==> config.mk <==
export PLATFORM = sky130hd
export DESIGN_NAME = sram_axi_slave
export DESIGN_NICKNAME = d
export VERILOG_FILES = /design/src/rtl/sram_axi_slave.sv
export SDC_FILE = /design/constraint.sdc
export NUM_CORES = 1
export LEC_CHECK = 0
export ABC_AREA = 0
export ABC_CLOCK_PERIOD_IN_PS = 4000
export CORE_AREA = 2 2 109 111
export CTS_CLUSTER_SIZE = 20
export DETAILED_ROUTE_END_ITERATION = 10
export DIE_AREA = 0 0 111 113
export GPL_ROUTABILITY_DRIVEN = 1
export PLACE_DENSITY = 0.78
export SETUP_SLACK_MARGIN = 0.05
export SLEW_MARGIN = 30
export SYNTH_ARGS = -nofsm -noshare
export SYNTH_HDL_FRONTEND = slang
export SYNTH_SLANG_ARGS = --single-unit
==> constraint.sdc <==
create_clock -name clk -period 4 [get_ports clk]
set_clock_uncertainty 0.05 [all_clocks]
set_input_delay 0.4 -clock clk [delete_from_list [all_inputs] [get_ports clk]]
set_output_delay 0.4 -clock clk [all_outputs]
set_load 0.02 [all_outputs]
==> src/rtl/sram_axi_slave.sv <==
// AXI4 slave terminating one bus port onto a single-port word-addressed SRAM macro.
// Latency: read data 2 cycles after AR handshake, 2 cycles per read beat; writes land on the W handshake edge.
// Backpressure: one transaction at a time; R/B payloads held stable until RREADY_S/BREADY_S.
// Ports: clk/rst; AXI AR, R, AW, W and B channels (*_S); SRAM macro pins sram_cs/oe/web/a/di/do.
module sram_axi_slave #(
   parameter int ID_W   = 8,
   parameter int MEM_AW = 14
) (
   input  logic              clk,
   input  logic              rst,
   // read address channel
   input  logic [ID_W-1:0]   ARID_S,
   input  logic [31:0]       ARADDR_S,
   input  logic [3:0]        ARLEN_S,
   input  logic [2:0]        ARSIZE_S,
   input  logic [1:0]        ARBURST_S,
   input  logic              ARVALID_S,
   output logic              ARREADY_S,
   // read data channel
   output logic [ID_W-1:0]   RID_S,
   output logic [31:0]       RDATA_S,
   output logic [1:0]        RRESP_S,
   output logic              RLAST_S,
   output logic              RVALID_S,
   input  logic              RREADY_S,
   // write address channel
   input  logic [ID_W-1:0]   AWID_S,
   input  logic [31:0]       AWADDR_S,
   input  logic [3:0]        AWLEN_S,
   input  logic [2:0]        AWSIZE_S,
   input  logic [1:0]        AWBURST_S,
   input  logic              AWVALID_S,
   output logic              AWREADY_S,
   // write data channel
   input  logic [31:0]       WDATA_S,
   input  logic [3:0]        WSTRB_S,
   input  logic              WLAST_S,
   input  logic              WVALID_S,
   output logic              WREADY_S,
   // write response channel
   output logic [ID_W-1:0]   BID_S,
   output logic [1:0]        BRESP_S,
   output logic              BVALID_S,
   input  logic              BREADY_S,
   // SRAM macro
   output logic              sram_cs,
   output logic              sram_oe,
   output logic [3:0]        sram_web,
   output logic [MEM_AW-1:0] sram_a,
   output logic [31:0]       sram_di,
   input  logic [31:0]       sram_do
);

   typedef enum logic [2:0] {IDLE, RD_REQ, RD_DATA, WR_DATA, WR_RESP} state_t;

   state_t            state, state_nxt;
   logic [ID_W-1:0]   id_q, id_nxt;
   logic [31:0]       addr_q, addr_nxt;
   logic [3:0]        len_q, len_nxt;
   logic [3:0]        cnt_q, cnt_nxt;
   logic [1:0]        burst_q, burst_nxt;
   logic              err_q, err_nxt;
   logic [31:0]       addr_adv;
   logic              last_beat;

   // Beat size is always one word, so the size fields carry no information here.
   logic unused_size;
   assign unused_size = ^{ARSIZE_S, AWSIZE_S};

   // FIXED holds the address; INCR and WRAP both step one word. The 32-bit add
   // wraps the word index naturally because only addr[MEM_AW+1:2] reaches the macro.
   assign addr_adv  = (burst_q == 2'b00) ? addr_q : addr_q + 32'd4;
   assign last_beat = (cnt_q == len_q);

   always_ff @(posedge clk) begin
      if (rst) begin
         state   <= IDLE;
         id_q    <= '0;
         addr_q  <= '0;
         len_q   <= '0;
         cnt_q   <= '0;
         burst_q <= '0;
         err_q   <= 1'b0;
      end else begin
         state   <= state_nxt;
         id_q    <= id_nxt;
         addr_q  <= addr_nxt;
         len_q   <= len_nxt;
         cnt_q   <= cnt_nxt;
         burst_q <= burst_nxt;
         err_q   <= err_nxt;
      end
   end

   always_comb begin
      state_nxt = state;
      id_nxt    = id_q;
      addr_nxt  = addr_q;
      len_nxt   = len_q;
      cnt_nxt   = cnt_q;
      burst_nxt = burst_q;
      err_nxt   = err_q;
      ARREADY_S = 1'b0;
      AWREADY_S = 1'b0;
      WREADY_S  = 1'b0;
      RVALID_S  = 1'b0;
      RID_S     = '0;
      RDATA_S   = '0;
      RRESP_S   = 2'b00;
      RLAST_S   = 1'b0;
      BVALID_S  = 1'b0;
      BID_S     = '0;
      BRESP_S   = 2'b00;
      sram_cs   = 1'b0;
      sram_oe   = 1'b0;
      sram_web  = 4'hF;
      sram_a    = addr_q[MEM_AW+1:2];
      sram_di   = '0;

      // Outputs are forced quiet while rst is held, even though state only
      // clears on the edge.
      if (!rst) begin
         unique case (state)
            IDLE: begin
               AWREADY_S = 1'b1;
               ARREADY_S = !AWVALID_S;   // write wins a simultaneous request
               if (AWVALID_S) begin
                  id_nxt    = AWID_S;
                  addr_nxt  = AWADDR_S;
                  len_nxt   = AWLEN_S;
                  burst_nxt = AWBURST_S;
                  cnt_nxt   = '0;
                  err_nxt   = 1'b0;
                  state_nxt = WR_DATA;
               end else if (ARVALID_S) begin
                  id_nxt    = ARID_S;
                  addr_nxt  = ARADDR_S;
                  len_nxt   = ARLEN_S;
                  burst_nxt = ARBURST_S;
                  cnt_nxt   = '0;
                  state_nxt = RD_REQ;
               end
            end
            RD_REQ: begin
               sram_cs   = 1'b1;
               sram_oe   = 1'b1;
               state_nxt = RD_DATA;
            end
            RD_DATA: begin
               // Macro is idle here, so sram_do stays stable through an R stall.
               RVALID_S = 1'b1;
               RDATA_S  = sram_do;
               RID_S    = id_q;
               RLAST_S  = last_beat;
               if (RREADY_S) begin
                  if (last_beat) begin
                     state_nxt = IDLE;
                  end else begin
                     addr_nxt  = addr_adv;
                     cnt_nxt   = cnt_q + 4'd1;
                     state_nxt = RD_REQ;
                  end
               end
            end
            WR_DATA: begin
               WREADY_S = 1'b1;
               if (WVALID_S) begin
                  sram_cs  = 1'b1;
                  sram_web = ~WSTRB_S;
                  sram_di  = WDATA_S;
                  if (WLAST_S || last_beat) begin
                     // Early WLAST or missing WLAST still writes the beat but reports SLVERR.
                     err_nxt   = !(WLAST_S && last_beat);
                     state_nxt = WR_RESP;
                  end else begin
                     addr_nxt = addr_adv;
                     cnt_nxt  = cnt_q + 4'd1;
                  end
               end
            end
            WR_RESP: begin
               BVALID_S = 1'b1;
               BID_S    = id_q;
               BRESP_S  = err_q ? 2'b10 : 2'b00;
               if (BREADY_S) state_nxt = IDLE;
            end
            default: state_nxt = IDLE;
         endcase
      end
   end

endmodule
## After elaboration in Yosys (flattened, before gate mapping)

Index checks and enable logic that the tools add are counted.

| storage, ports and cells | value |
|---|---|
| ROM bits | 0 |
| bits in latches | 0 |
| output and inout port bits | 110 |
| memory bits (writable) | 0 |
| bits in registers | 54 |
| input bits | 174 |
| memories kept | 0 |

| operators by class | value |
|---|---|
| add/sub/neg operators | 2 |
| div/mod/pow operators | 0 |
| bitwise operators | 1 |
| multipliers | 0 |
| equal/unequal tests | 13 |
| order comparisons | 0 |
| muxes and demuxes | 65 |
| shift operators | 0 |
| reductions and logical operators | 13 |

Operators by type and width:

| kind | number |
|---|---|
| 32-bit two-way mux | 12 |
| 32-bit case mux with 3 select lines | 1 |
| 8-bit two-way mux | 6 |
| 4-bit two-way mux | 11 |
| 32-bit by 3-bit adder with 32-bit output, second input constant | 1 |
| 1-bit two-way mux | 20 |
| 3-bit two-way mux | 6 |
| 3-bit case mux with 5 select lines | 1 |
| 2-bit inequality test, second input constant | 7 |
| 4-bit case mux with 3 select lines | 1 |
| 2-bit two-way mux | 5 |
| 3-bit by 2-bit equality test with 1-bit output, second input constant | 2 |
| 6-bit AND reduction | 1 |
| 5-bit AND reduction | 1 |
| 4-bit by 1-bit adder with 4-bit output, second input constant | 1 |
| 4-bit equality test | 1 |
| 4-bit inverter | 1 |
| 1-bit case mux with 2 select lines | 2 |
| 4-bit AND reduction | 1 |
| 2-bit nonzero test | 2 |
| 3-bit by 1-bit equality test with 1-bit output, second input constant | 1 |
| 3-bit equality test, second input constant | 1 |
| 3-bit logical NOT | 1 |
| 3-bit inequality test, second input constant | 1 |
| other kinds (6) | 7 |

## Logic depth before layout (Yosys ltp)

Gate-level depths: netlist of run 1.

| logic depth | value |
|---|---|
| depth after elaboration | 6 |
| depth in mapped cells | 8 |
| depth with buffers taken out | 6 |

## Worst setup path before layout of run 1

Ideal clock, no wire load.

| timing | value |
|---|---|
| path kind | register to output |
| start point | reg state[1] |
| end point | out RLAST_S |
| path buffers | 2 |
| cell stages (with the launch flop) | 6 |
| arrival | 1.611 ns |
| path slack | 1.939 ns |
| cells stage by stage | dfxtp_1 buf_2 nand2b_1 nor3_1 clkbuf_1 and2_1 |

| on the way | value |
|---|---|
| word-level cells in the longest chain between the ends | 3 |

RTL lines:

| element | line | RTL |
|---|---|---|
| start, declared | 56 | `state_t state, state_nxt;` |
| start signal, assigned | 85 | `state <= state_nxt;` |
| 3-bit by 2-bit equality test with 1-bit output | 123 | `unique case (state)` |
| 1-bit two-way mux | 123 |  |
| 1-bit two-way mux | 122 | `if (!rst) begin` |
| end, declared | 23 | `output logic RLAST_S,` |

Every way passes these cells.

## Final worst setup path of run 1

| timing | value |
|---|---|
| start point | in WVALID_S |
| end point | out sram_di[4] |

| on the way | value |
|---|---|
| word-level cells in the longest chain between the ends | 3 |

RTL lines:

| element | line | RTL |
|---|---|---|
| start, declared | 38 | `input logic WVALID_S,` |
| 32-bit two-way mux | 167 | `if (WVALID_S) begin` |
| 32-bit two-way mux | 123 |  |
| 32-bit two-way mux | 122 |  |
| end, declared | 50 | `output logic [31:0] sram_di,` |

Every way passes these cells.

==> impl_results.html, run 1 <==
<table>
<tr><th>Metric</th><th>Value</th></tr>
<tr><th colspan="2">Clock tree</th></tr>
<tr><td>Number of buffers created by CTS</td><td>5</td></tr>
<tr><td>Number of gates resized after CTS</td><td>0</td></tr>
<tr><td>Clock tree from TritonCTS</td><td>done</td></tr>
<tr><td>Largest buffer count on any clock path</td><td>2</td></tr>
<tr><td>Clock Latency Late Sink</td><td>0.28 ns</td></tr>
<tr><td># clock sinks</td><td>36</td></tr>
<tr><td>Root buffer selected by CTS</td><td>clkbuf_16</td></tr>
<tr><td>Number of buffers added for setup after CTS</td><td>0</td></tr>
<tr><td>CTS Hold Buffers Added</td><td>0</td></tr>
<tr><td>Deepest level of the CTS H-tree</td><td>2</td></tr>
<tr><td>Clk slew on worst S/H paths</td><td>0.06 ns</td></tr>
<tr><th colspan="2">STA</th></tr>
<tr><td>Transition time of the tightest slew-check pin</td><td>0.853 ns</td></tr>
<tr><td>Hold_ws</td><td>0.454 ns</td></tr>
<tr><td>Clock period minus final worst setup slack</td><td>2.79 ns</td></tr>
<tr><td>Slew HR</td><td>0.432</td></tr>
<tr><td>Period utilisation layout</td><td>0.697</td></tr>
<tr><td>Achievable frequency</td><td>359 MHz</td></tr>
<tr><td>RSZ-0062 raised after global routing</td><td>false</td></tr>
<tr><td>Final hold vios</td><td>0</td></tr>
<tr><td>Slack of the critical path</td><td>1.21 ns</td></tr>
<tr><td>Final setup violation count</td><td>0</td></tr>
<tr><td>Final slew viol count</td><td>0</td></tr>
<tr><td>Sum Neg Setup Slack</td><td>0 ns</td></tr>
<tr><th colspan="2">Worst setup path</th></tr>
<tr><td>Reg2Reg Capture Point</td><td>addr_q[9]$_SDFFE_PP0P_</td></tr>
<tr><td>Data arrival time at the worst-slack endpoint</td><td>2.34 ns</td></tr>
<tr><td>Data required time of the critical path</td><td>3.55 ns</td></tr>
<tr><td>Path depth of the worst reg2reg path</td><td>5</td></tr>
<tr><td>Category of the worst setup path launch point</td><td>input pin</td></tr>
<tr><td>Crit Reg-Reg Startpoint</td><td>state[0]$_SDFFE_PP0P_</td></tr>
<tr><td>Critical path endpoint category</td><td>output pin</td></tr>
<tr><td>Crit Path Category</td><td>input pin to output pin</td></tr>
<tr><td>R2R Setup Slk</td><td>1.78 ns</td></tr>
<tr><td>Largest fanout on the critical path</td><td>36</td></tr>
<tr><th colspan="2">Detailed routing</th></tr>
<tr><td>Total number of vias</td><td>3532</td></tr>
<tr><td>Total DRC errors in the routed layout</td><td>0</td></tr>
<tr><td>WL/cell</td><td>16.6 microns</td></tr>
<tr><td>First-pass DRT Iterations</td><td>4</td></tr>
<tr><td>Starting DRC count in detailed routing</td><td>147</td></tr>
<tr><td>Antenna-violating nets left</td><td>0</td></tr>
<tr><td>Wirelength, routed</td><td>12.3 mm</td></tr>
<tr><td>Vias/cell</td><td>4.75</td></tr>
<tr><th colspan="2">Global route</th></tr>
<tr><td>Antenna violations before repair</td><td>5</td></tr>
<tr><td>First-pass GRT wire length</td><td>18.7 mm</td></tr>
<tr><td>Maximum number of pins on one net before global-route repair</td><td>46</td></tr>
<tr><td>Total Routing Usage GR</td><td>0.187</td></tr>
<tr><td>Remaining global-route overflow</td><td>0</td></tr>
<tr><td>Via count of the first global-routing pass</td><td>3363</td></tr>
<tr><th colspan="2">Final layout</th></tr>
<tr><td>Proportion of layout cells with a drive suffix above 1</td><td>0.0469</td></tr>
<tr><td>Number of non-filler instances in the completed layout</td><td>744</td></tr>
<tr><td>Number of nets in the finished design</td><td>772</td></tr>
<tr><td>Area grow syn2layout</td><td>92.1%</td></tr>
<tr><td>Number of filler cells placed in the layout</td><td>1087</td></tr>
<tr><th colspan="2">Min path</th></tr>
<tr><td>Cell count of the worst hold path</td><td>2</td></tr>
<tr><td>Min-Delay Path Class</td><td>flip-flop to flip-flop</td></tr>
<tr><td>Hold path startpoint</td><td>burst_q[0]$_SDFFE_PP0P_</td></tr>
<tr><td>Hold Path End</td><td>burst_q[0]$_SDFFE_PP0P_</td></tr>
<tr><th colspan="2">Synth</th></tr>
<tr><td>Cell area after synthesis</td><td>0.00284 sq mm</td></tr>
<tr><td>Top area cells in the synthesized netlist</td><td>dfxtp_1, and2_1, mux2i_1, nor2_1, a211oi_1</td></tr>
<tr><td>Cell type with the largest total area after synthesis</td><td>dfxtp_1</td></tr>
<tr><td>Cell variety after synth</td><td>48</td></tr>
<tr><td>Number of storage elements in the synthesis netlist</td><td>36</td></tr>
<tr><td>Sequential area share after synthesis</td><td>0.254</td></tr>
<tr><td>Mean instance size in the synthesized netlist</td><td>7.56 sq um</td></tr>
<tr><td>YS warnings</td><td>0</td></tr>
<tr><td>Fraction of synthesized cell area taken by the top area cell type</td><td>0.254</td></tr>
<tr><td>Gate Count Post-Synth</td><td>375</td></tr>
<tr><th colspan="2">Placed design</th></tr>
<tr><td>Port Buf Inserts</td><td>238</td></tr>
<tr><td>Place WS</td><td>1.19 ns</td></tr>
<tr><td>HPWL after detailed placement</td><td>10.2 mm</td></tr>
<tr><td>Placed cell count</td><td>732</td></tr>
<tr><td>Weighted congestion at the end of routability-driven global placement</td><td>0.983</td></tr>
<tr><th colspan="2">Floorplan</th></tr>
<tr><td>Top-level port count</td><td>284</td></tr>
<tr><td>Floorplan die area</td><td>0.0125 sq mm</td></tr>
<tr><td>Row Count</td><td>39</td></tr>
<tr><td>Die height</td><td>113 microns</td></tr>
<tr><td>Starting density of the core</td><td>0.252</td></tr>
<tr><td>Core area</td><td>0.0113 sq mm</td></tr>
<tr><td>Die boundary width</td><td>111 microns</td></tr>
<tr><th colspan="2">Power and ir drop</th></tr>
<tr><td>Worst voltage drop across the vdd grid</td><td>0.000151 V</td></tr>
<tr><td>Sequential share of power</td><td>0.290</td></tr>
<tr><td>Leakage power of the design</td><td>2.07 nW</td></tr>
<tr><td>Power per Cell Area</td><td>349 mW/mm^2</td></tr>
<tr><td>Gate power share</td><td>0.504</td></tr>
<tr><td>Switching part of the total power</td><td>0.396</td></tr>
<tr><td>Clock share of power</td><td>0.206</td></tr>
<tr><td>Switching pwr</td><td>0.753 mW</td></tr>
<tr><td>Total internal power</td><td>1.15 mW</td></tr>
<tr><th colspan="2">Status</th></tr>
<tr><td>Status</td><td>finished, final reports clean</td></tr>
<tr><th colspan="2">Run</th></tr>
<tr><td>Max-capacitance violation count</td><td>0</td></tr>
</table>
stage by stage:
step | util | power [mW] | instance area (sq um)
2_1_floorplan | - | 1.13 | 2840
3_3_place_gp | 0.469 | 1.50 | 5290
4_1_cts | 0.482 | 1.92 | 5440
3_5_place_dp | 0.469 | 1.53 | 5290
6_report | 0.483 | 1.90 | 5450
5_1_grt | 0.483 | 2.02 | 5450
state kept, by name, indices dropped and copies added (netlist names):
| register | flops |
|---|---|
| cnt_q | 4 |
| len_q | 4 |
| burst_q | 2 |
| id_q | 8 |
| err_q | 1 |
| addr_q | 14 |
| state | 3 |
layer usage:
layer | GRT usage | vias to the layer above | share of wire
met5 | 0 | - | 0.0015
met4 | 0.0533 | 2 | 0.015
met3 | 0.0562 | 10 | 0.077
met2 | 0.369 | 166 | 0.55
met1 | 0.189 | 1617 | 0.36
li1 | - | 1737 | -
worst max-delay path, stage by stage:
cell and delay, ns:
clkdlybuf4s50_1 0.51, nand4b_1 0.17, nor2_2 0.12, buf_4 0.30
and2_1 0.17, clkdlybuf4s50_1 0.66
cells in the mapped netlist, drive strengths merged:
cell type and count:
and2 83, nor2 37, dfxtp 36, mux2i 31
nand2 26, a21oi 21, o21ai 20, clkbuf 19
a211oi 15, nor3 15, buf 13, nand2b 6
nand3 6, xor2 5, nand4 4, nor2b 4
nor4 4, o21a 4, o22ai 3, a31oi 2
and4 2, ha 2, o211ai 2, a211o 1
a21boi 1, a22oi 1, a32o 1, a41o 1
and3 1, and4b 1, conb 1, nand3b 1
nand4b 1, o31ai 1, o32a 1, o32ai 1
or2 1, or3 1
cells by family after synthesis:
family / Yosys count / synth area share
AOI/OAI and AO/OA: 75 / 0.180
xor gates and xnor gates: 5 / 0.0154
adders and majority gates: 2 / 0.00882
buffers and inverters: 32 / 0.0556
DFF: 36 / 0.254
muxes: 31 / 0.109
other: 1 / 0.00132
and+or+nand+nor: 193 / 0.375
cell usage in the layout, fill, tap and decap left out, drive strengths merged, types with 2 or more instances in the layout:
cell,instances
clkdlybuf4s50,236
and2,83
nor2,37
dfxtp,36
mux2i,31
nand2,26
a21oi,21
o21ai,20
nor3,15
a211oi,15
buf,8
nand2b,6
nand3,6
clkbuf,6
xor2,5
diode,4
nor2b,4
nand4,4
o21a,4
nor4,4
o22ai,3
conb,3
and4,2
a31oi,2
ha,2
clkinv,2
o211ai,2
area by class of cell:
cell class | instances | area [sq um] | share of cell area
diodes | 4 | 10.0 | 0.00184
clock inverters | 2 | 10.0 | 0.00184
clock buffers | 6 | 139 | 0.0255
flip-flops and latches | 36 | 721 | 0.132
multi-input cells | 309 | 1970 | 0.362
well taps | 143 | 179 | 0.0328
repair buffers | 244 | 2420 | 0.444
how the worst max path moves through the flow:
| stage | start | endpoint | slack [ns] | cells after the start |
|---|---|---|---|---|
| after floorplan | state[1]$_SDFFE_PP0P_ | RLAST_S | 1.94 | 5 |
| after global placement | WVALID_S | sram_di[4] | 1.24 | 6 |
| after detailed placement | WVALID_S | sram_di[4] | 1.19 | 6 |
| after CTS | WVALID_S | sram_di[26] | 1.18 | 6 |
| after global routing | WVALID_S | sram_di[4] | 1.11 | 6 |
| final | WVALID_S | sram_di[4] | 1.21 | 6 |
power groups by stage:
| stage | Combinational [mW] | Sequential (mW) | Clock, mW |
|---|---|---|---|
| after CTS | 0.971 | 0.550 | 0.401 |
| final | 0.959 | 0.551 | 0.391 |
| after floorplan | 0.562 | 0.567 | 0 |
| after detailed placement | 0.969 | 0.558 | 0 |
| after global placement | 0.947 | 0.548 | 0 |
| after global routing | 1.04 | 0.567 | 0.415 |
No activity file was read; power rests on OpenSTA's default activity.
==> run 2, diff against run 1 <==
--- a/config.mk
+++ b/config.mk
@@ -6,13 +6,13 @@
 export NUM_CORES = 1
 export LEC_CHECK = 0
 export ABC_AREA = 0
-export ABC_CLOCK_PERIOD_IN_PS = 4000
-export CORE_AREA = 2 2 109 111
+export ABC_CLOCK_PERIOD_IN_PS = 2600
+export CORE_AREA = 2 2 110 112
 export CTS_CLUSTER_SIZE = 20
 export DETAILED_ROUTE_END_ITERATION = 10
-export DIE_AREA = 0 0 111 113
+export DIE_AREA = 0 0 112 114
 export GPL_ROUTABILITY_DRIVEN = 1
-export PLACE_DENSITY = 0.78
+export PLACE_DENSITY = 0.77
 export SETUP_SLACK_MARGIN = 0.05
 export SLEW_MARGIN = 30
 export SYNTH_ARGS = -nofsm -noshare
==> constraint.sdc (replaced) <==
create_clock -name clk -period 2.6 [get_ports clk]
set_clock_uncertainty 0.05 [all_clocks]
set_input_delay 0.26 -clock clk [delete_from_list [all_inputs] [get_ports clk]]
set_output_delay 0.26 -clock clk [all_outputs]
set_load 0.02 [all_outputs]
==> impl_results.html, run 2 (synthesis gave the netlist of run 1 again) <==
<table>
<tr><th>Metric</th><th>Value</th></tr>
<tr><th colspan="2">Status</th></tr>
<tr><td>Status</td><td>finished, final reports clean</td></tr>
<tr><th colspan="2">Worst setup path</th></tr>
<tr><td>Endpoint of the most critical setup path</td><td>ARREADY_S</td></tr>
<tr><td>Reg2Reg Capture Point</td><td>addr_q[10]$_SDFFE_PP0P_</td></tr>
<tr><td>Data required time of the critical path</td><td>2.29 ns (-1.26 ns)</td></tr>
<tr><td>Category of the worst setup path launch point</td><td>flip-flop</td></tr>
<tr><td>Critical path endpoint category</td><td>output pin</td></tr>
<tr><td>Crit Reg-Reg Startpoint</td><td>state[2]$_SDFFE_PP0P_</td></tr>
<tr><td>Largest fanout on the critical path</td><td>10 (-72%)</td></tr>
<tr><td>Path depth of the worst reg2reg path</td><td>5 (unchanged)</td></tr>
<tr><td>Beginning of the critical path</td><td>state[2]$_SDFFE_PP0P_</td></tr>
<tr><td>R2R Setup Slk</td><td>0.45 ns (-1.33 ns)</td></tr>
<tr><td>Crit Path Category</td><td>flip-flop to output pin</td></tr>
<tr><td>Data arrival time at the worst-slack endpoint</td><td>2.15 ns (-0.19 ns)</td></tr>
<tr><th colspan="2">Floorplan</th></tr>
<tr><td>Die boundary width</td><td>112 microns (+0.90%)</td></tr>
<tr><td>Core area</td><td>0.0117 sq mm (+3.9%)</td></tr>
<tr><td>Starting density of the core</td><td>0.242 (-0.00943)</td></tr>
<tr><td>Top-level port count</td><td>284 (unchanged)</td></tr>
<tr><td>Die height</td><td>114 microns (+0.88%)</td></tr>
<tr><td>Floorplan die area</td><td>0.0128 sq mm (+1.8%)</td></tr>
<tr><td>Row Count</td><td>40 (+2.6%)</td></tr>
<tr><th colspan="2">Clock tree</th></tr>
<tr><td>Root buffer selected by CTS</td><td>clkbuf_16</td></tr>
<tr><td>Clock Latency Late Sink</td><td>0.27 ns (about the same)</td></tr>
<tr><td># clock sinks</td><td>36 (unchanged)</td></tr>
<tr><td>Number of gates resized after CTS</td><td>0 (unchanged)</td></tr>
<tr><td>CTS Hold Buffers Added</td><td>0 (unchanged)</td></tr>
<tr><td>Largest buffer count on any clock path</td><td>2 (unchanged)</td></tr>
<tr><td>Deepest level of the CTS H-tree</td><td>2 (unchanged)</td></tr>
<tr><td>Clock tree from TritonCTS</td><td>done</td></tr>
<tr><td>Number of buffers created by CTS</td><td>5 (unchanged)</td></tr>
<tr><td>Clk slew on worst S/H paths</td><td>0.06 ns (about the same)</td></tr>
<tr><td>Number of buffers added for setup after CTS</td><td>0 (unchanged)</td></tr>
<tr><th colspan="2">STA</th></tr>
<tr><td>Sum Neg Setup Slack</td><td>0 ns (unchanged)</td></tr>
<tr><td>Clock period minus final worst setup slack</td><td>2.46 ns</td></tr>
<tr><td>Hold_ws</td><td>0.331 ns (-0.123 ns)</td></tr>
<tr><td>Slew HR</td><td>0.617 (+0.185)</td></tr>
<tr><td>Period utilisation layout</td><td>0.946</td></tr>
<tr><td>Final slew viol count</td><td>0 (unchanged)</td></tr>
<tr><td>Transition time of the tightest slew-check pin</td><td>0.573 ns (-0.279 ns)</td></tr>
<tr><td>Final hold vios</td><td>0 (unchanged)</td></tr>
<tr><td>Final setup violation count</td><td>0 (unchanged)</td></tr>
<tr><td>Achievable frequency</td><td>406 MHz</td></tr>
<tr><td>RSZ-0062 raised after global routing</td><td>false</td></tr>
<tr><th colspan="2">Power and ir drop</th></tr>
<tr><td>Switching pwr</td><td>1.19 mW (+59%)</td></tr>
<tr><td>Leakage power of the design</td><td>2.08 nW (+0.70%)</td></tr>
<tr><td>Total internal power</td><td>1.77 mW (+54%)</td></tr>
<tr><td>Switching part of the total power</td><td>0.403 (+0.00667)</td></tr>
<tr><td>Worst voltage drop across the vdd grid</td><td>0.000307 V (+100%)</td></tr>
<tr><td>Sequential share of power</td><td>0.286 (-0.004)</td></tr>
<tr><td>Clock share of power</td><td>0.202 (-0.004)</td></tr>
<tr><td>Power per Cell Area</td><td>540 mW/mm^2 (+55%)</td></tr>
<tr><td>Gate power share</td><td>0.512 (+0.008)</td></tr>
<tr><th colspan="2">Global route</th></tr>
<tr><td>Maximum number of pins on one net before global-route repair</td><td>37 (-20%)</td></tr>
<tr><td>Remaining global-route overflow</td><td>0 (unchanged)</td></tr>
<tr><td>Antenna violations before repair</td><td>2 (-3)</td></tr>
<tr><td>Total Routing Usage GR</td><td>0.183 (-0.00415)</td></tr>
<tr><td>First-pass GRT wire length</td><td>18.5 mm (-0.96%)</td></tr>
<tr><td>Via count of the first global-routing pass</td><td>3322 (-1.2%)</td></tr>
<tr><th colspan="2">Detailed routing</th></tr>
<tr><td>Total number of vias</td><td>3518 (-0.40%)</td></tr>
<tr><td>First-pass DRT Iterations</td><td>4 (unchanged)</td></tr>
<tr><td>Starting DRC count in detailed routing</td><td>185 (+26%)</td></tr>
<tr><td>Vias/cell</td><td>4.69 (-1.2%)</td></tr>
<tr><td>Total DRC errors in the routed layout</td><td>0 (unchanged)</td></tr>
<tr><td>Antenna-violating nets left</td><td>0 (unchanged)</td></tr>
<tr><td>WL/cell</td><td>16.5 microns (-0.37%)</td></tr>
<tr><td>Wirelength, routed</td><td>12.4 mm (+0.44%)</td></tr>
<tr><th colspan="2">Placed design</th></tr>
<tr><td>Total placed instance area</td><td>0.00534 sq mm (+0.90%)</td></tr>
<tr><td>Weighted congestion at the end of routability-driven global placement</td><td>0.922 (-6.2%)</td></tr>
<tr><td>Placed cell count</td><td>740 (+1.1%)</td></tr>
<tr><td>HPWL after detailed placement</td><td>10.3 mm (+0.69%)</td></tr>
<tr><td>Port Buf Inserts</td><td>238 (unchanged)</td></tr>
<tr><th colspan="2">Final layout</th></tr>
<tr><td>Core Util, Final</td><td>0.469 (-0.0141)</td></tr>
<tr><td>Area grow syn2layout</td><td>93.8%</td></tr>
<tr><td>Proportion of layout cells with a drive suffix above 1</td><td>0.0616 (+0.0147)</td></tr>
<tr><td>Cell area after layout</td><td>0.00550 sq mm (+0.87%)</td></tr>
<tr><td>Reg with most FFs</td><td>addr_q</td></tr>
<tr><td>Largest registers ranked by flip-flop count</td><td>addr_q (14), id_q (8)</td></tr>
<tr><td>Most common cell after layout, fill and taps aside</td><td>clkdlybuf4s50_1</td></tr>
<tr><td>Number of nets in the finished design</td><td>776 (+0.52%)</td></tr>
<tr><td>Number of non-filler instances in the completed layout</td><td>750 (+0.81%)</td></tr>
<tr><td>Number of flip-flops under the largest register name</td><td>14 (unchanged)</td></tr>
<tr><td>Commonest cells after routing, fill and taps aside</td><td>clkdlybuf4s50_1, and2_1, nor2_1, dfxtp_1, mux2i_1</td></tr>
<tr><td>Number of filler cells placed in the layout</td><td>1160 (+6.7%)</td></tr>
<tr><th colspan="2">Min path</th></tr>
<tr><td>Min-Delay Path Class</td><td>input pin to flip-flop</td></tr>
<tr><th colspan="2">Run</th></tr>
<tr><td>Max-capacitance violation count</td><td>0 (unchanged)</td></tr>
</table>
[run 2: cell count changes in the layout (fill, tap and decap cells not counted), moves of 2 or more]
cell,before,now
dfxtp_2,0,2
buf_4,6,10
dfxtp_1,36,34
clkinv_2,2,0
diode_2,4,2
clkinvlp_4,0,2
[run 2: area by class of cell]
class,count,area [sq um],share of cell area
Clock buffer,5,125,0.0228
Multi-Input combinational cell,309,1980,0.360
Antenna cell,2,5.00,0.000911
Clock inverter,3,23.8,0.00433
Timing Repair Buffer,248,2460,0.447
Sequential cell,36,723,0.132
Tap cell,147,184,0.0335
[run 2: how the worst min path moves through the flow]
stage | from | end | slack [ns] | cells past startpoint
6_report | rst | state[1]$_SDFFE_PP0P_ | 0.33 | 2
5_1_grt | rst | state[1]$_SDFFE_PP0P_ | 0.34 | 2
4_1_cts | rst | state[1]$_SDFFE_PP0P_ | 0.33 | 2
3_5_place_dp | burst_q[1]$_SDFFE_PP0P_ | burst_q[1]$_SDFFE_PP0P_ | 0.44 | 2
3_3_place_gp | burst_q[1]$_SDFFE_PP0P_ | burst_q[1]$_SDFFE_PP0P_ | 0.44 | 2
2_1_floorplan | BREADY_S | state[2]$_SDFFE_PP0P_ | 0.39 | 2
[run 2: per-stage QoR]
stage	power [mW]	setup slack [ns]
6_report	2.97	0.140
5_1_grt	3.16	0.0649
4_1_cts	2.98	0.0810
3_5_place_dp	2.38	0.189
3_3_place_gp	2.33	0.195
2_1_floorplan	1.74	0.679
[run 2: power by group through the flow]
stage | logic [mW] | clock network (mW) | registers, mW
finish | 1.52 | 0.599 | 0.849
global route | 1.64 | 0.638 | 0.876
floorplan | 0.865 | 0 | 0.872
global placement | 1.49 | 0 | 0.845
CTS | 1.53 | 0.609 | 0.845
detailed placement | 1.52 | 0 | 0.857
[run 2: metal layers]
layer,up-vias,GRT usage,share of wire
li1,1741,-,-
met1,1613,0.200,0.37
met2,158,0.364,0.56
met3,6,0.0329,0.065
met4,0,0.0423,0.014
met5,-,0,0
[run 2: critical path, cell delays in order, from the launching register on]
cell             delay [ns]
dfxtp_1                0.41
or3_1                  0.57
nor3_1                 0.23
clkdlybuf4s50_1        0.66
==> run 3, diff against run 2 <==
--- a/config.mk
+++ b/config.mk
@@ -7,12 +7,14 @@
 export LEC_CHECK = 0
 export ABC_AREA = 0
 export ABC_CLOCK_PERIOD_IN_PS = 2600
-export CORE_AREA = 2 2 110 112
+export CELL_PAD_IN_SITES_DETAIL_PLACEMENT = 0
+export CELL_PAD_IN_SITES_GLOBAL_PLACEMENT = 2
+export CORE_MARGIN = 2
+export CORE_UTILIZATION = 14
 export CTS_CLUSTER_SIZE = 20
 export DETAILED_ROUTE_END_ITERATION = 10
-export DIE_AREA = 0 0 112 114
 export GPL_ROUTABILITY_DRIVEN = 1
-export PLACE_DENSITY = 0.77
+export PLACE_DENSITY = 0.91
 export SETUP_SLACK_MARGIN = 0.05
 export SLEW_MARGIN = 30
 export SYNTH_ARGS = -nofsm -noshare
==> impl_results.html, run 3 (synthesis gave the netlist of run 1 again) <==
<table>
<tr><th>Metric</th><th>Value</th></tr>
<tr><th colspan="2">Final layout</th></tr>
<tr><td>Number of filler cells placed in the layout</td><td>2201 (+90%)</td></tr>
<tr><td>Most common cell after layout, fill and taps aside</td><td>clkdlybuf4s50_1</td></tr>
<tr><td>N_diodes</td><td>0 (-2)</td></tr>
<tr><td>Number of flip-flops under the largest register name</td><td>14 (unchanged)</td></tr>
<tr><td>Number of non-filler instances in the completed layout</td><td>875 (+17%)</td></tr>
<tr><td>Reg with most FFs</td><td>addr_q</td></tr>
<tr><td>Proportion of layout cells with a drive suffix above 1</td><td>0.0645 (+0.00290)</td></tr>
<tr><td>Commonest cells after routing, fill and taps aside</td><td>clkdlybuf4s50_1, and2_1, nor2_1, dfxtp_1, mux2i_1</td></tr>
<tr><td>Number of nets in the finished design</td><td>780 (+0.52%)</td></tr>
<tr><td>Largest registers ranked by flip-flop count</td><td>addr_q (14), id_q (8)</td></tr>
<tr><td>Area grow syn2layout</td><td>101%</td></tr>
<tr><th colspan="2">STA</th></tr>
<tr><td>Transition time of the tightest slew-check pin</td><td>0.581 ns (+0.00752 ns)</td></tr>
<tr><td>Sum Neg Setup Slack</td><td>0 ns (unchanged)</td></tr>
<tr><td>Final setup violation count</td><td>0 (unchanged)</td></tr>
<tr><td>Final hold vios</td><td>0 (unchanged)</td></tr>
<tr><td>Clock period minus final worst setup slack</td><td>2.43 ns (-0.0305 ns)</td></tr>
<tr><td>Period utilisation layout</td><td>0.934 (-0.0117)</td></tr>
<tr><td>Final slew viol count</td><td>0 (unchanged)</td></tr>
<tr><td>Slew HR</td><td>0.613 (-0.00410)</td></tr>
<tr><td>RSZ-0062 raised after global routing</td><td>false</td></tr>
<tr><td>Achievable frequency</td><td>412 MHz (+1.3%)</td></tr>
<tr><th colspan="2">Detailed routing</th></tr>
<tr><td>Total DRC errors in the routed layout</td><td>0 (unchanged)</td></tr>
<tr><td>Met3 wire length</td><td>1.00 mm (+24%)</td></tr>
<tr><td>Vias/cell</td><td>3.91 (-17%)</td></tr>
<tr><td>First-pass DRT Iterations</td><td>4 (unchanged)</td></tr>
<tr><td>Total number of vias</td><td>3417 (-2.9%)</td></tr>
<tr><td>Wirelength, routed</td><td>11.8 mm (-4.6%)</td></tr>
<tr><td>Routed wire length on met2</td><td>5.57 mm (-19%)</td></tr>
<tr><td>Antenna-violating nets left</td><td>0 (unchanged)</td></tr>
<tr><td>Highest layer used for signal routing</td><td>met4</td></tr>
<tr><td>WL/cell</td><td>13.5 microns (-18%)</td></tr>
<tr><td>Post-route met1 wirelength</td><td>5.18 mm (+14%)</td></tr>
<tr><td>Starting DRC count in detailed routing</td><td>154 (-17%)</td></tr>
<tr><th colspan="2">Clock tree</th></tr>
<tr><td>Clock tree from TritonCTS</td><td>done</td></tr>
<tr><td>Root buffer selected by CTS</td><td>clkbuf_16</td></tr>
<tr><td>Largest buffer count on any clock path</td><td>2 (unchanged)</td></tr>
<tr><td>Clock Latency Late Sink</td><td>0.29 ns (+0.02 ns)</td></tr>
<tr><td>Number of buffers created by CTS</td><td>5 (unchanged)</td></tr>
<tr><td>CTS Hold Buffers Added</td><td>0 (unchanged)</td></tr>
<tr><td>Clk slew on worst S/H paths</td><td>0.07 ns (about the same)</td></tr>
<tr><td># clock sinks</td><td>36 (unchanged)</td></tr>
<tr><td>Deepest level of the CTS H-tree</td><td>2 (unchanged)</td></tr>
<tr><th colspan="2">Placed design</th></tr>
<tr><td>Port Buf Inserts</td><td>238 (unchanged)</td></tr>
<tr><td>Placed cell count</td><td>866 (+17%)</td></tr>
<tr><td>Weighted congestion at the end of routability-driven global placement</td><td>0.700 (-24%)</td></tr>
<tr><td>HPWL after detailed placement</td><td>9.16 mm (-11%)</td></tr>
<tr><th colspan="2">Worst setup path</th></tr>
<tr><td>Largest fanout on the critical path</td><td>42 (+32)</td></tr>
<tr><td>Data required time of the critical path</td><td>2.29 ns (about the same)</td></tr>
<tr><td>Critical path endpoint category</td><td>output pin</td></tr>
<tr><td>Category of the worst setup path launch point</td><td>flip-flop</td></tr>
<tr><td>Data arrival time at the worst-slack endpoint</td><td>2.12 ns (-0.03 ns)</td></tr>
<tr><td>Crit Path Category</td><td>flip-flop to output pin</td></tr>
<tr><th colspan="2">Floorplan</th></tr>
<tr><td>Die boundary width</td><td>146 microns (+31%)</td></tr>
<tr><td>Row Count</td><td>52 (+30%)</td></tr>
<tr><td>Core area</td><td>0.0200 sq mm (+71%)</td></tr>
<tr><td>Starting density of the core</td><td>0.141 (-0.101)</td></tr>
<tr><td>Die height</td><td>146 microns (+28%)</td></tr>
<tr><td>Floorplan die area</td><td>0.0214 sq mm (+68%)</td></tr>
<tr><td>Top-level port count</td><td>284 (unchanged)</td></tr>
<tr><th colspan="2">Global route</th></tr>
<tr><td>Maximum number of pins on one net before global-route repair</td><td>43 (+16%)</td></tr>
<tr><td>Remaining global-route overflow</td><td>0 (unchanged)</td></tr>
<tr><td>First-pass GRT wire length</td><td>18.4 mm (-0.86%)</td></tr>
<tr><td>Antenna violations before repair</td><td>0 (-2)</td></tr>
<tr><td>Total Routing Usage GR</td><td>0.108 (-0.0749)</td></tr>
<tr><td>Via count of the first global-routing pass</td><td>3243 (-2.4%)</td></tr>
<tr><th colspan="2">Power and ir drop</th></tr>
<tr><td>Gate power share</td><td>0.508 (-0.004)</td></tr>
<tr><td>Worst voltage drop across the vdd grid</td><td>0.000211 V (-31%)</td></tr>
<tr><td>Switching part of the total power</td><td>0.405 (+0.00276)</td></tr>
<tr><td>Clock share of power</td><td>0.215 (+0.013)</td></tr>
<tr><td>Switching pwr</td><td>1.24 mW (+4.0%)</td></tr>
<tr><td>Total internal power</td><td>1.82 mW (+2.8%)</td></tr>
<tr><td>Leakage power of the design</td><td>2.15 nW (+3.3%)</td></tr>
<tr><td>Power per Cell Area</td><td>538 mW/mm^2 (-0.43%)</td></tr>
<tr><td>Post-route total power</td><td>3.06 mW (+3.3%)</td></tr>
<tr><td>Sequential share of power</td><td>0.277 (-0.009)</td></tr>
<tr><th colspan="2">Min path</th></tr>
<tr><td>Min-Delay Path Class</td><td>input pin to flip-flop</td></tr>
<tr><th colspan="2">Run</th></tr>
<tr><td>Max-capacitance violation count</td><td>0 (unchanged)</td></tr>
<tr><th colspan="2">Status</th></tr>
<tr><td>Status</td><td>finished, final reports clean</td></tr>
</table>
==> run 3: cell types whose count changed in the layout (fill, tap and decap cells not counted), moves of 2 or more <==
cell,change
buf_4,+2
dlymetal6s2s_1,+2
diode_2,-2
clkinvlp_4,-2
==> run 3: cell type report <==
type                            instances  area (sq um)  share of cell area
Tap cell                              270           338              0.0593
Clock inverter                          2          13.8             0.00241
Sequential cell                        36           722               0.127
Timing Repair Buffer                  252          2510               0.440
Multi-Input combinational cell        309          1980               0.347
Clock buffer                            6           139              0.0244
==> run 3: final timing paths <==
check | from | endpoint | slack [ns] | cells after the start
hold reg to reg | id_q[3]$_SDFFE_PP0P_ | id_q[3]$_SDFFE_PP0P_ | 0.45 | 2
hold / removal | rst | id_q[6]$_SDFFE_PP0P_ | 0.31 | 2
setup reg to reg | state[2]$_SDFFE_PP0P_ | addr_q[13]$_SDFFE_PP0P_ | 0.43 | 5
setup / recovery | state[2]$_SDFFE_PP0P_ | RDATA_S[19] | 0.17 | 5
==> run 3: routing by layer <==
metal,track usage,vias to the layer above
met5,0,-
met4,0.0180,0
met3,0.0378,7
met2,0.183,143
met1,0.134,1512
li1,-,1755
==> run 3: critical path, cell delays in order (launching register included) <==
cell and delay (ns):
dfxtp_1 0.42, nand2b_1 0.22, nor3_2 0.18, buf_12 0.21, and2_1 0.17, clkdlybuf4s50_1 0.61
==> run 3: power groups by stage <==
stage          Clock, mW  Combinational (mW)  Sequential [mW]
2_1_floorplan          0               0.865            0.872
3_3_place_gp           0                1.56            0.861
3_5_place_dp           0                1.57            0.859
4_1_cts            0.690                1.57            0.850
5_1_grt            0.710                1.70            0.881
6_report           0.659                1.56            0.850
==> run 3: timing repair <==
action	4_1_cts	5_1_grt
setup buffers	0	1
resized for setup	1	4
setup endpoints to repair	33	35
==> run 3: through the flow <==
stage | area [sq um] | worst slack [ns] | hold slack, ns | util
global placement | 5530 | 0.138 | 0.445 | 0.276
detailed placement | 5530 | 0.148 | 0.441 | 0.276
finish | 5700 | 0.170 | 0.308 | 0.284
floorplan | 2840 | 0.679 | 0.392 | -
global route | 5700 | 0.0504 | 0.319 | 0.284
CTS | 5680 | 0.0934 | 0.297 | 0.283
